--- src/rtl/alu_wb_buffer.sv ---
// Two-entry in-order write-back buffer between the ALU and the register file.
// Optional divide-by-zero checking is compiled in with `define ALU_WB_DIV0_CHECK_EN.
module alu_wb_buffer #(
  parameter int N  = 20,
  parameter int RW = 4
) (
  input  logic          clk,
  input  logic          rst,
  input  logic          in_valid,
  output logic          in_ready,
  input  logic [N-1:0]  in_result,
  input  logic          in_z,
  input  logic [2:0]    in_opcode,
  input  logic [N-1:0]  in_b,
  input  logic [RW-1:0] in_rd,
  output logic          out_valid,
  input  logic          out_ready,
  output logic [N-1:0]  out_result,
  output logic [RW-1:0] out_rd,
  output logic          out_z,
  output logic          flag_z,
  output logic          err,
  input  logic          err_clr,
  output logic [1:0]    count
);

  logic [N-1:0]  result_mem [2];
  logic [RW-1:0] rd_mem [2];
  logic [1:0]    z_mem;
  logic          wr_ptr;
  logic          rd_ptr;
  logic [1:0]    cnt;
  logic          push;
  logic          pop;
  logic [N-1:0]  store_result;
  logic          store_z;

  assign in_ready  = (cnt < 2'd2);
  assign out_valid = (cnt != 2'd0);
  assign push      = in_valid & in_ready;
  assign pop       = out_valid & out_ready;
  assign count     = cnt;

`ifdef ALU_WB_DIV0_CHECK_EN
  localparam logic [2:0] OP_DIV = 3'b011;

  function automatic logic is_div0(input logic [2:0] op, input logic [N-1:0] b);
    return (op == OP_DIV) && (b == '0);
  endfunction

  logic div0;
  assign div0         = is_div0(in_opcode, in_b);
  assign store_result = div0 ? '1 : in_result;
  assign store_z      = div0 ? 1'b0 : in_z;

  // A divide-by-zero push on the same edge as err_clr keeps err set.
  always_ff @(posedge clk or posedge rst) begin
    if (rst) begin
      err <= 1'b0;
    end else if (push && div0) begin
      err <= 1'b1;
    end else if (err_clr) begin
      err <= 1'b0;
    end
  end
`else
  logic unused_cfg;
  assign unused_cfg   = ^{in_opcode, in_b, err_clr};
  assign store_result = in_result;
  assign store_z      = in_z;
  assign err          = 1'b0;
`endif

  always_ff @(posedge clk or posedge rst) begin
    if (rst) begin
      cnt    <= 2'd0;
      wr_ptr <= 1'b0;
      rd_ptr <= 1'b0;
      flag_z <= 1'b0;
    end else begin
      if (push) wr_ptr <= ~wr_ptr;
      if (pop) begin
        rd_ptr <= ~rd_ptr;
        flag_z <= z_mem[rd_ptr];
      end
      case ({push, pop})
        2'b10:   cnt <= cnt + 2'd1;
        2'b01:   cnt <= cnt - 2'd1;
        default: cnt <= cnt;
      endcase
    end
  end

  // Entry storage carries no reset; occupancy alone decides what is visible.
  always_ff @(posedge clk) begin
    if (push) begin
      result_mem[wr_ptr] <= store_result;
      rd_mem[wr_ptr]     <= in_rd;
      z_mem[wr_ptr]      <= store_z;
    end
  end

  assign out_result = out_valid ? result_mem[rd_ptr] : '0;
  assign out_rd     = out_valid ? rd_mem[rd_ptr]     : '0;
  assign out_z      = out_valid ? z_mem[rd_ptr]      : 1'b0;

endmodule

--- config.mk ---
export PLATFORM = sky130hd
export DESIGN_NAME = alu_wb_buffer
export DESIGN_NICKNAME = d
export VERILOG_FILES = /design/src/rtl/alu_wb_buffer.sv
export SDC_FILE = /design/constraint.sdc
export NUM_CORES = 1
export LEC_CHECK = 0
export ABC_CLOCK_PERIOD_IN_PS = 1860
export BUFFER_PORTS_ARGS = -buffer_cell sky130_fd_sc_hd__buf_2
export CAP_MARGIN = 20
export CORE_MARGIN = 2
export CORE_UTILIZATION = 43
export DETAILED_ROUTE_END_ITERATION = 10
export PLACE_DENSITY = 0.75
export SKIP_LAST_GASP = 1
export SLEW_MARGIN = 20
export SYNTH_ARGS = -nofsm -noshare
export SYNTH_HDL_FRONTEND = slang
export SYNTH_SLANG_ARGS = --single-unit
--- constraint.sdc ---
create_clock -name clk -period 1.86 [get_ports clk]
set_input_delay 0.186 -clock clk [delete_from_list [all_inputs] [get_ports clk]]
set_output_delay 0.186 -clock clk [all_outputs]
set_load 0.01 [all_outputs]
==> impl_summary.log <==
INFO  metric die_x = 74.48 um
INFO  metric synth_area_in_adders = less than 1%
INFO  metric postRouteAntennaNets = 0
INFO  metric port-buffer-count = slightly below 60
INFO  metric holdPathEnd = result_mem[1][6]
INFO  metric grt_util_all_layers = a little over an eighth
INFO  metric synthesis.nets = 184
INFO  metric grt_first_pass_wirelength = 5354 um
INFO  metric remaining_drc_errors = 0
INFO  metric hold_path_startpoint = in_result[6]
INFO  metric die_area = 5547 um^2
INFO  metric number_of_global_route_vias_before_repair = 1179
INFO  metric crit_path_start_kind = register
INFO  metric drt_first_iter_violations = 49
INFO  metric maxSlewViolCount = 0
INFO  metric avgRoutedWirePerCell = 13.19 um
INFO  metric min_path_cells = 1
INFO  metric clockBufferDepth = 2
INFO  metric power.static_leakage = 1.100 nW
INFO  metric final_min_period_over_clock_period = 87.01%
INFO  metric r2r_cells = 5
INFO  metric reg2reg_launch_point = count[0]
INFO  metric critical_path_arrival = 1.43 ns
INFO  metric worst_vdd_ir = 0.6070 mV
INFO  metric worstPathRequired = 1.67 ns
INFO  metric io_pins = between 80 and 90
INFO  metric total_power = 3.990 mW
INFO  metric critPathKind = register to output pin
INFO  metric synth_compound_gate_area_share = 0.4687%
INFO  metric grt_antenna_before_repair = 0
INFO  metric synthesis_stage_register_bit_count = 55
INFO  metric post-dp-hpwl = 2238 um
INFO  metric p_per_area = 1522 nW/um^2
INFO  metric finalSetupViolCount = 0
INFO  metric htreeDepth = 2
INFO  metric grt_start_max_net_pins = 27
INFO  metric maxCapViolCount = 0
INFO  metric drt-pass1-iter-count = 2
INFO  metric area.growth.synth_to_final = 22.79%
INFO  metric post_cts.repair.setup_buffers = 0
INFO  metric cts-buffers-inserted = 5
INFO  metric top_fanout_value_on_the_critical_path = 26
INFO  metric multiInputGateArea = 444.2 um^2
INFO  metric timing.clock.skew = 0.004567 ns
INFO  metric clock_sinks = 55
INFO  metric cts_root_buffer = sky130_fd_sc_hd__clkbuf_8
INFO  metric antenna_cells = 0
INFO  metric dp_slack = 0.3655 ns
INFO  metric hold_viol = 0
INFO  metric crit_path_end_kind = output pin
INFO  metric final-seq-area = roughly 1600 um^2
INFO  metric synth-main-ff-cell = sky130_fd_sc_hd__edfxtp_1
INFO  metric drive_gt1_share = 36.41%
INFO  metric synth.yosys.seq_area_share = 76.16%
INFO  metric critical_path.reg2reg.endpoint = count[1]
INFO  metric path_clk_slew = ~0.090 ns
INFO  metric fill_cells = 421
INFO  metric tritoncts = yes
INFO  metric post_synth_instance_area = 2136 um^2
INFO  metric synth_async_sr_flop_share = under 10%
INFO  metric floorplan.initialDensity = 44.92%
INFO  metric placementRows = 25
INFO  metric detail_route.vias_per_cell = around 4.5
INFO  metric post_synth_and_or_nand_nor_area_fraction = 5.682%
INFO  metric synth_top_family_by_area = multiplexers
INFO  metric count_of_flip_flops_with_a_built_in_enable_after_synthesis = 50
INFO  metric worst_skew_pair.late_latency = approximately 0.3 ns
INFO  metric final.setup.tns = 0 ns
INFO  metric placeableCoreArea = 4755 um^2
INFO  metric rsz0062_at_grt = false
INFO  metric post_synth_xor_area_fraction = 2.050%
INFO  metric post_synth.cell_area_avg = 16.43 um^2
INFO  metric reg2reg_setup_slack = between 0.3 and 0.4 ns
INFO  metric grt-ovfl-total = 0
INFO  metric worstHoldPathType = primary input to register
INFO  metric nNetsFinal = about 250
INFO  metric post_synthesis_mux_area_share = 11.72%
INFO  metric min_period = 1.618 ns
INFO  metric post_cts_resized = 0
INFO  metric synthCells = 130
INFO  metric final_critical_path_setup_slack = between 0.2 and 0.25 ns
INFO  metric status = finished, final reports clean
INFO  metric route.final.wire_length = 3457 um
INFO  metric routed-via-count = 1186
INFO  metric fmaxAchievable = 0.6179 GHz
INFO  metric yosys.cell_types.count = 15
INFO  metric globalplace.congestion = 0.6756
INFO  metric synth-warning-count = 0
INFO  metric die_h = 74.48 um
INFO  metric holdBufCountCts = 1
==> layer usage <==
| layer | global-route usage, % | part of all wire [%] | vias to the layer above | wire (um) |
|---|---|---|---|---|
| met3 | 4.878 | 5.1 | 5 | 177 |
| met2 | 22.62 | 51 | 29 | 1766 |
| li1 | - | - | 587 | - |
| met5 | 0 | 0 | - | 0 |
| met1 | 15.92 | 42 | 565 | 1458 |
| met4 | 4.762 | 1.6 | 0 | 55 |
==> through the flow <==
stage | cells | util, % | instance area, um^2 | hold WS, ns
finish | 262 | 55.16 | 2623 | 0.07291
global route | 262 | 55.16 | 2623 | 0.04748
CTS | 262 | 55.16 | 2623 | 0.06278
detailed placement | 254 | 52.79 | 2510 | 0.09615
global placement | 254 | 52.79 | 2510 | 0.09093
floorplan | 130 | - | 2138 | -0.03548
==> layout make-up <==
| type | count | share of cell area [%] |
|---|---|---|
| clock buffer | 6 | 2.767 |
| clock inverter | 1 | 1.145 |
| inverter | 4 | 0.5725 |
| multi-input combinational | 65 | 16.94 |
| sequential | 55 | 62.02 |
| tap | 67 | 3.197 |
| timing repair buffer | 64 | 13.36 |
==> kinds of logic (layout without fill, tap and decap cells) <==
family | after synthesis | count (layout)
AOI/OAI and AO/OA | 2 | 2
xor gates and xnor gates | 5 | 5
adders and majority gates | 1 | 1
buffers and inverters | 10 | 75
DFF | 55 | 55
muxes | 25 | 25
other | 1 | 1
and+or+nand+nor | 31 | 31
==> critical path, cell delays in order (launching register included) <==
cell	delay (ns)
sky130_fd_sc_hd__dfrtp_1	0.46
sky130_fd_sc_hd__nor2_2	0.13
sky130_fd_sc_hd__buf_4	0.29
sky130_fd_sc_hd__nor2_1	0.10
sky130_fd_sc_hd__buf_2	0.15
==> power by group <==
part	internal [mW]	switching, mW
registers	1.63	0.0921
clock network	0.395	0.337
logic	0.654	0.880
total	2.68	1.31
==> sequential cells by signal (all words and copies together) (netlist names) <==
register / cells
count: 2
flag_z: 1
rd_mem: 8
rd_ptr: 1
result_mem: 40
wr_ptr: 1
z_mem: 2
==> placed cells by master (no fill, tap or decap), drive strengths merged <==
cell type / synthesis / layout
xnor2: 5 / 5
inv: 4 / 4
dlygate4sd3: 0 / 1
nor2: 28 / 28
bufinv: 0 / 1
ha: 1 / 1
dfrtp: 5 / 5
nand2: 2 / 2
conb: 1 / 1
edfxtp: 50 / 50
o21ai: 2 / 2
clkbuf: 0 / 6
mux2i: 25 / 25
buf: 6 / 63
and3: 1 / 1
==> synthesized netlist by cell type (2+ instances only) <==
master | n | area (um^2)
sky130_fd_sc_hd__buf_4 | 4 | 30.03
sky130_fd_sc_hd__buf_6 | 2 | 22.52
sky130_fd_sc_hd__dfrtp_1 | 5 | 125.1
sky130_fd_sc_hd__edfxtp_1 | 50 | 1501
sky130_fd_sc_hd__inv_1 | 4 | 15.01
sky130_fd_sc_hd__mux2i_1 | 25 | 250.2
sky130_fd_sc_hd__nand2_1 | 2 | 7.510
sky130_fd_sc_hd__nor2_1 | 27 | 101.4
sky130_fd_sc_hd__xnor2_1 | 5 | 43.79
==> worst max-delay path by stage <==
stage / from / to / slack, ns / cells past startpoint
after floorplan: count[1] / rd_mem[0][0] / 0.06 / 3
after global placement: count[0] / count[1] / 0.39 / 5
after detailed placement: count[0] / count[1] / 0.37 / 5
after CTS: count[0] / out_result[11] / 0.22 / 4
after global routing: count[0] / out_result[9] / 0.14 / 4
final: count[0] / out_result[4] / 0.24 / 4
(Power assumes the default switching activity.)
